`config.mk`:
```
export PLATFORM = sky130hd
export DESIGN_NAME = psg_command_encoder
export DESIGN_NICKNAME = d
export VERILOG_FILES = /design/src/rtl/psg_command_encoder.sv
export SDC_FILE = /design/constraint.sdc
export NUM_CORES = 1
export LEC_CHECK = 0
export BUFFER_PORTS_ARGS = -buffer_cell sky130_fd_sc_hd__clkbuf_2
export CORE_UTILIZATION = 47
export CTS_CLUSTER_SIZE = 24
export DETAILED_ROUTE_END_ITERATION = 16
export PLACE_DENSITY_LB_ADDON = 0.08
export SLEW_MARGIN = 20
export SYNTH_ARGS = -nofsm -noshare
export SYNTH_HDL_FRONTEND = slang
export SYNTH_SLANG_ARGS = --single-unit
export TNS_END_PERCENT = 10
```
`constraint.sdc`:
```
create_clock -name clk -period 3.57 [get_ports clk]
set_input_delay 0.357 -clock clk [delete_from_list [all_inputs] [get_ports clk]]
set_output_delay 0.357 -clock clk [all_outputs]
set_load 0.02 [all_outputs]
```
`src/rtl/psg_command_encoder.sv`:
```
// Command encoder for the SN76489 register-write bus: buffers tone/attenuation/noise/raw
// commands in a FIFO and serialises them into held latch/data bytes.
module psg_command_encoder #(
  parameter int unsigned HOLD_CYCLES = 1,
  parameter int unsigned FIFO_DEPTH  = 4
) (
  input  logic       clk,
  input  logic       reset,
  input  logic       cmd_valid,
  output logic       cmd_ready,
  input  logic [1:0] cmd_type,
  input  logic [1:0] cmd_chan,
  input  logic [9:0] cmd_value,
  output logic [7:0] data_out,
  output logic       busy,
  output logic       cmd_error
);

  localparam int unsigned AddrW = (FIFO_DEPTH > 1) ? $clog2(FIFO_DEPTH) : 1;
  localparam int unsigned HoldW = (HOLD_CYCLES > 1) ? $clog2(HOLD_CYCLES) : 1;
  localparam logic [HoldW-1:0] HoldReload = HoldW'(HOLD_CYCLES - 1);

  typedef enum logic [1:0] {StIdle, StLatch, StData} state_e;

  state_e           state_q;
  logic [13:0]      fifo_mem [FIFO_DEPTH];
  logic [AddrW-1:0] wr_ptr_q, rd_ptr_q;
  logic [AddrW:0]   count_q, count_d;
  logic [HoldW-1:0] hold_cnt_q;
  logic [7:0]       data_byte_q;
  logic             is_tone_q;

  logic             accept, reject, push, pop, fifo_empty, hold_done, cmd_done, busy_d;
  logic [13:0]      head;
  logic [7:0]       head_latch, head_data;
  logic [HoldW-1:0] latch_hold;

  assign cmd_ready  = (count_q != (AddrW + 1)'(FIFO_DEPTH));
  assign accept     = cmd_valid & cmd_ready;
  assign reject     = accept & (cmd_type == 2'd0) & (cmd_chan == 2'd3);
  assign push       = accept & ~reject;
  assign fifo_empty = (count_q == '0);

  assign hold_done = (hold_cnt_q == '0);
  assign cmd_done  = hold_done & (((state_q == StLatch) & ~is_tone_q) | (state_q == StData));
  assign pop       = ~fifo_empty & ((state_q == StIdle) | cmd_done);
  assign count_d   = count_q + (AddrW + 1)'(push) - (AddrW + 1)'(pop);
  assign busy_d    = pop | ((state_q != StIdle) & ~cmd_done) | (count_d != '0);

  assign head = fifo_mem[rd_ptr_q];

  always_comb begin
    head_latch = head[7:0];
    unique case (head[13:12])
      2'd0:    head_latch = {1'b1, head[11:10], 1'b0, head[3:0]};
      2'd1:    head_latch = {1'b1, head[11:10], 1'b1, head[3:0]};
      2'd2:    head_latch = {5'b11100, head[2:0]};
      default: head_latch = head[7:0];
    endcase
    head_data  = {2'b00, head[9:4]};
    // Noise-class bytes retrigger the noise generator, so they are never held.
    latch_hold = (head_latch[7:4] == 4'hE) ? '0 : HoldReload;
  end

  always_ff @(posedge clk) begin
    if (push) fifo_mem[wr_ptr_q] <= {cmd_type, cmd_chan, cmd_value};
  end

  always_ff @(posedge clk) begin
    if (reset) begin
      state_q     <= StIdle;
      wr_ptr_q    <= '0;
      rd_ptr_q    <= '0;
      count_q     <= '0;
      hold_cnt_q  <= '0;
      data_byte_q <= 8'h00;
      is_tone_q   <= 1'b0;
      data_out    <= 8'h00;
      busy        <= 1'b0;
      cmd_error   <= 1'b0;
    end else begin
      cmd_error <= reject;
      busy      <= busy_d;
      count_q   <= count_d;
      if (push) wr_ptr_q <= wr_ptr_q + AddrW'(1);
      if (pop) begin
        rd_ptr_q    <= rd_ptr_q + AddrW'(1);
        state_q     <= StLatch;
        data_out    <= head_latch;
        data_byte_q <= head_data;
        is_tone_q   <= (head[13:12] == 2'd0);
        hold_cnt_q  <= latch_hold;
      end else begin
        unique case (state_q)
          StIdle: ;
          StLatch: begin
            if (!hold_done) begin
              hold_cnt_q <= hold_cnt_q - HoldW'(1);
            end else if (is_tone_q) begin
              state_q    <= StData;
              data_out   <= data_byte_q;
              hold_cnt_q <= HoldReload;
            end else begin
              state_q <= StIdle;
              // Noise latch stays selected; 0x00 is then a harmless non-latch byte.
              if (data_out[7:4] == 4'hE) data_out <= 8'h00;
            end
          end
          StData: begin
            if (!hold_done) begin
              hold_cnt_q <= hold_cnt_q - HoldW'(1);
            end else begin
              state_q <= StIdle;
              if (data_out[7:4] == 4'hE) data_out <= 8'h00;
            end
          end
          default: state_q <= StIdle;
        endcase
      end
    end
  end

endmodule

```
=== Yosys cells after proc, flatten, opt, wreduce, memory -nomap -nowiden ===
Memories as Yosys holds them, arrays and structs flattened. A register that Yosys moved wholly into a read port is not among the register bits.
Cells that the tools add are included.

* Memories kept: 1
* Memory bits (read-only): 0
* Latch bits: 0
* Bits of input ports: 17
* RAM bits: 56
* Register bits: 27

* Muxes and demuxes: 17
* Multiply operators: 0
* Add/sub/neg operators: 5
* Bitwise operators: 18
* Reduce and logical (&&, ||, !) cells: 12
* Order comparisons: 0
* Shifts and indexed selects: 0
* Divide/modulo/power cells: 0
* Equality and inequality tests: 12

{| class="wikitable"
|+ Memory list
! name !! depth !! bits a word !! rd ports !! clocked after memory_dff !! wr ports !! RTL line !! text
|-
| fifo_mem || 4 || 14 || 1 || 1 || 1 || 26 || <nowiki>logic [13:0] fifo_mem [FIFO_DEPTH];</nowiki>
|}

{| class="wikitable"
|+ Operators by type and width
! cell !! number
|-
| 2-to-1 mux 8 bit || 5
|-
| case mux 8 bit (3 select lines) || 1
|-
| case mux 8 bit (2 select lines) || 1
|-
| 2-to-1 mux 2 bit || 5
|-
| != test 3 bit (second input constant) || 3
|-
| AND reduction 3 bit || 3
|-
| bitwise AND 1 bit || 8
|-
| == test 2 bit (second input constant) || 3
|-
| logical NOT 2 bit || 3
|-
| != test 2 bit (second input constant) || 3
|-
| inverter 1 bit || 6
|-
| case mux 2 bit (3 select lines) || 1
|-
| nonzero test 3 bit || 2
|-
| adder 2 x 1 -> 2 bit (second input constant) || 2
|-
| == test 2 x 1 -> 1 bit (second input constant) || 2
|-
| == test 4 bit (second input constant) || 1
|-
| 2-to-1 mux 1 bit || 4
|-
| OR 1 bit || 4
|-
| OR reduction 2 bit || 2
|-
| adder 3 x 1 -> 3 bit || 1
|-
| logical NOT 3 bit || 1
|-
| subtractor 3 x 1 -> 3 bit || 1
|-
| nonzero test 2 bit || 1
|-
| subtractor 1 bit (second input constant) || 1
|}

=== Logic depth before layout (Yosys ltp) ===
* Word-level depth: 10
* Depth in mapped cells: 13
* Mapped depth without buffers: 11

=== Worst setup path before layout ===
OpenSTA, ideal clock, no wires.

* Path kind: reg2reg
* Start point: register count_q[1]
* End point: register busy
* Stages on the path, launching flop included: 12
* Slack: 0.953 ns
* Arrival: 2.478 ns
* Path buffers: 1
* Library setup time: 0.139 ns
* Period minus slack after synthesis: 2.617 ns
* Cell sequence: dfxtp_1 > or3b_2 > and3_1 > clkbuf_1 > inv_1 > ha_1 > inv_1 > ha_1 > inv_1 > fa_1 > nor3b_1 > a31oi_1

* Longest elaborated chain between the ends: 10
* Elaborated cells on any way between the ends: 14

{| class="wikitable"
|+ Ends and longest elaborated chain
! what !! RTL line !! text
|-
| start, declared || 28 || <nowiki>logic [AddrW:0] count_q, count_d;</nowiki>
|-
| start signal, assigned || 84 || <nowiki>count_q <= count_d;</nowiki>
|-
| != test 3 bit * || 38 || <nowiki>assign cmd_ready = (count_q != (AddrW + 1)'(FIFO_DEPTH));</nowiki>
|-
| net cmd_ready || 10 || <nowiki>output logic cmd_ready,</nowiki>
|-
| bitwise AND 1 bit * || 39 || <nowiki>assign accept = cmd_valid & cmd_ready;</nowiki>
|-
| bitwise AND 1 bit (2 in a row) || 40 || <nowiki>assign reject = accept & (cmd_type == 2'd0) & (cmd_chan == 2'd3);</nowiki>
|-
| inverter 1 bit || 41 || <nowiki>assign push = accept & ~reject;</nowiki>
|-
| bitwise AND 1 bit * || 41 ||
|-
| adder 3 x 1 -> 3 bit * || 47 || <nowiki>assign count_d = count_q + (AddrW + 1)'(push) - (AddrW + 1)'(pop);</nowiki>
|-
| subtractor 3 x 1 -> 3 bit * || 47 ||
|-
| nonzero test 3 bit * || 48 || <nowiki>assign busy_d = pop | ((state_q != StIdle) & ~cmd_done) | (count_d != '0);</nowiki>
|-
| OR 1 bit * || 48 ||
|-
| end signal, assigned || 83 || <nowiki>busy <= busy_d;</nowiki>
|-
| end, declared || 15 || <nowiki>output logic busy,</nowiki>
|}

Mark *: on every way through the listed nets, which the timed path passes. The rest lies on a longest branch.
A chain may end at the register's enable or synchronous reset.

=== Final worst setup path ===
* Start point: register state_q[1]
* End point: register busy

* Longest elaborated chain between the ends: 9
* Elaborated cells on any way between the ends: 15

{| class="wikitable"
|+ Ends and longest elaborated chain
! what !! RTL line !! text
|-
| start, declared || 25 || <nowiki>state_e state_q;</nowiki>
|-
| start signal, assigned || 71 || <nowiki>state_q <= StIdle;</nowiki>
|-
| start signal, assigned || 88 || <nowiki>state_q <= StLatch;</nowiki>
|-
| start signal, assigned || 100 || <nowiki>state_q <= StData;</nowiki>
|-
| == test 2 x 1 -> 1 bit || 45 || <nowiki>assign cmd_done = hold_done & (((state_q == StLatch) & ~is_tone_q) | (state_q == StData));</nowiki>
|-
| bitwise AND 1 bit || 45 ||
|-
| OR 1 bit || 45 ||
|-
| bitwise AND 1 bit || 45 ||
|-
| OR 1 bit || 46 || <nowiki>assign pop = ~fifo_empty & ((state_q == StIdle) | cmd_done);</nowiki>
|-
| bitwise AND 1 bit || 46 ||
|-
| subtractor 3 x 1 -> 3 bit || 47 ||
|-
| nonzero test 3 bit || 48 ||
|-
| OR 1 bit * || 48 ||
|}

Mark *: on every way between the ends. The rest lies on a longest branch, timed or not.

==> results.py <==
metrics = {
    "grt": {
        "grt_pass1_wl_um": 9080,
        "grt_start_max_net_pins": 25,
        "overflow": 0,
        "grt_usage_pct": 16.7,
        "antenna_found_initial": 0,
        "grt_pass1_vias": 1749,
    },
    "worst_hold_path": {
        "hold_class": "in -> reg",
    },
    "final_layout": {
        "nets": 276,
        "final_area_um2": 3790,
        "area_growth_pct": 12.4,
        "drive_gt1_share_pct": 18.7,
        "fin_cells": 353,
        "multi_input_area_um2": 1030,
        "regArea_um2": 2240,
        "fill_cells": 590,
        "insertedDiodeCount": 0,
    },
    "power_and_ir_drop": {
        "p_int_mw": 2.01,
        "power.leakage_nw": 1.39,
        "seq_power_share_pct": 46.6,
        "power_frac_comb_pct": 28.6,
        "ir_worst_vdd_v": 0.000253,
        "power_mw": 2.96,
        "switchingPower_mw": 0.941,
        "power_frac_clock_pct": 24.8,
        "powerDensity_nw_per_um2": 780,
        "switching_share_pct": 31.9,
    },
    "floorplan": {
        "core_um2": 6870,
        "fp.dieW_um": 86.7,
        "die-area_um2": 7520,
        "die_h_um": 86.7,
        "start_util_pct": 49.1,
        "rows": 30,
        "num_io_pins": 28,
    },
    "drt": {
        "dr.pass1.iters": 4,
        "wirelength_um": 5700,
        "drc": 0,
        "wire_per_inst_um": 16.1,
        "drt_iter0_drc": 110,
        "dr_total_vias": 1875,
        "routed_via_density": 5.31,
        "antenna_left": 0,
    },
    "yosys": {
        "synthesis.area_um2": 3370,
        "synth_simple_gate_area_share_pct": 9.17,
        "yosys.area_share.xor_xnor_pct": 1.30,
        "synth_top_family_by_area": "multiplexers",
        "yosys-top-cells-area": "edfxtp_1 (50%), dfxtp_1 (17%), mux4_1 (9.4%), nand2_1 (2.4%), ha_1 (2.2%)",
        "synth_edf_count": 56,
        "ys.flop_type": "edfxtp_1",
        "avgSynthCellArea_um2": 15.2,
        "synth_top_area_share_pct": 49.9,
        "synth_fp_nets": 246,
        "synth-seq-cells": 84,
        "synthArstFlopShare_pct": 0,
        "ys_seq_area_share_pct": 66.5,
        "synthMuxAreaShare_pct": 10.7,
        "synth_most_common_cell": "edfxtp_1",
        "synth_fa_ha_area_share_pct": 2.82,
        "synth.distinct_cells": 45,
        "synthTopCellsByCount": "edfxtp_1 (56), dfxtp_1 (28), nand2_1 (22)",
        "yosys.area.top_type": "edfxtp_1",
        "synth_cells": 222,
        "yosys_warnings": 0,
        "synth_compound_area_share_pct": 6.72,
    },
    "sta": {
        "fin_crit_sh_pct": 80.1,
        "drv_slew": 0,
        "grt_setup_unrepaired": "false",
        "fmax_mhz": 350,
        "relSlewSlack_pct": 46.8,
        "hold_slack_ns": 0.224,
        "finalHoldViolations": 0,
        "setup_tns_ns": 0,
        "fin_skew_ns": 0.0114,
        "setup-violations-final": 0,
        "fin_crit_ns": 2.86,
        "worst_slew_pin_slew_ns": 0.796,
    },
    "setup_path": {
        "crit_buf_inv": 4,
        "crit_path_cell_trace": "o21ai_1 > nand2_1 > buf_4 > inv_1 > ha_1 > inv_1 > ha_1 > inv_1 > fa_1 > nor3b_1 > a31oi_1",
        "cp_slowest_cell": "fa_1",
        "worstSetupPathType": "reg -> reg",
        "required_ns": 3.79,
        "max_stage_delay_ns": 0.49,
        "crit_family": "adder cells",
        "critPathMostFrequentCell": "inv_1",
        "rrSetupSlack_ns": 0.71,
        "startpoint_type": "flop",
        "cp.arrival_ns": 3.08,
        "endpoint_kind": "flop",
        "crit_path_max_fanout": 13,
    },
    "clock_network": {
        "cts_root_buffer": "clkbuf_8",
        "tritoncts": "done",
        "cts_buffers": 9,
        "cts_resized": 0,
        "postCtsHoldBufs": 0,
        "cts_max_path_buffers": 2,
        "clk_pin_slew_ns": 0.09,
        "h-tree-depth": 3,
        "clock-sinks": 84,
        "clk_latency_ns": 0.35,
        "post_cts_buffers": 0,
    },
    "placement": {
        "place_area_um2": 3570,
        "gp_congestion": 0.738,
        "io_buffer_count": 27,
        "dp_hpwl_um": 3760,
        "place_inst": 337,
    },
    "status": {
        "outcome": "completed",
    },
    "flow_run": {
        "maxCapViolCount": 0,
    },
}
## state kept, by name (all words and copies together), names as in the netlist, named ones only
signal	flops
fifo_mem	56
data_out	8
data_byte_q	6
count_q	3
rd_ptr_q	2
state_q	2
wr_ptr_q	2
busy	1
cmd_error	1
is_tone_q	1
## cells in the final DEF, fill, tap and decap left out, types with 2 or more instances in the layout
| cell type | instances |
|---|---|
| xor2_1 | 2 |
| ha_1 | 6 |
| clkinv_2 | 2 |
| o2bb2ai_1 | 2 |
| xnor2_1 | 3 |
| o22ai_1 | 4 |
| edfxtp_1 | 56 |
| nor2_1 | 9 |
| nor3_1 | 3 |
| dfxtp_1 | 28 |
| mux4_2 | 2 |
| nand3_1 | 3 |
| nand2_1 | 22 |
| mux4_1 | 12 |
| clkbuf_8 | 9 |
| and2_1 | 4 |
| nor2b_1 | 3 |
| nand2b_1 | 3 |
| and3_1 | 4 |
| or3_1 | 2 |
| a31o_2 | 2 |
| bufinv_16 | 2 |
| a22o_1 | 3 |
| clkbuf_2 | 27 |
| a21oi_1 | 13 |
| inv_1 | 9 |
## power by group through the flow
stage / Sequential [mW] / Combinational (mW) / Clock [mW]
floorplan: 1.38 / 0.663 / 0
global placement: 1.41 / 0.849 / 0
detailed placement: 1.41 / 0.853 / 0
CTS: 1.38 / 0.857 / 0.744
global route: 1.41 / 0.939 / 0.784
finish: 1.38 / 0.846 / 0.732
## worst paths after layout
check                        end            from  depth (start not counted)
setup / recovery            busy      state_q[1]                         11
hold / removal    fifo_mem[1][0]    cmd_value[0]                          1
setup reg to reg            busy      state_q[1]                         11
hold reg to reg   data_byte_q[4]  data_byte_q[4]                          2
## stage by stage
step	setup WS, ns	utilization, %
2_1_floorplan	0.953	-
3_3_place_gp	0.761	52.0
3_5_place_dp	0.725	52.0
4_1_cts	0.713	55.2
5_1_grt	0.541	55.2
6_report	0.709	55.2
## cell families (layout without fill, tap and decap cells)
logic type / Yosys count / after routing
AOI/OAI and AO/OA: 34 / 34
xor gates and xnor gates: 5 / 5
adders and majority gates: 7 / 7
buffers and inverters: 18 / 53
DFF: 84 / 84
muxes: 14 / 14
and+or+nand+nor: 60 / 60
## layout make-up
| class | instances | area share (%) |
|---|---|---|
| timing repair buffer | 28 | 3.76 |
| sequential | 84 | 59.2 |
| multi-input combinational | 120 | 27.3 |
| inverter | 9 | 0.892 |
| clock inverter | 6 | 2.31 |
| tap | 96 | 3.17 |
| clock buffer | 10 | 3.37 |
## metal layers
| metal | share of wire, % | GRT usage [%] | routed length (um) |
|---|---|---|---|
| met1 | 47 | 22.9 | 2660 |
| met5 | 0 | 0 | 0 |
| met4 | 1.2 | 8.03 | 71 |
| met2 | 48 | 25.2 | 2720 |
| met3 | 4.4 | 4.00 | 248 |
Note: power is estimated with default switching activity, not from simulation.
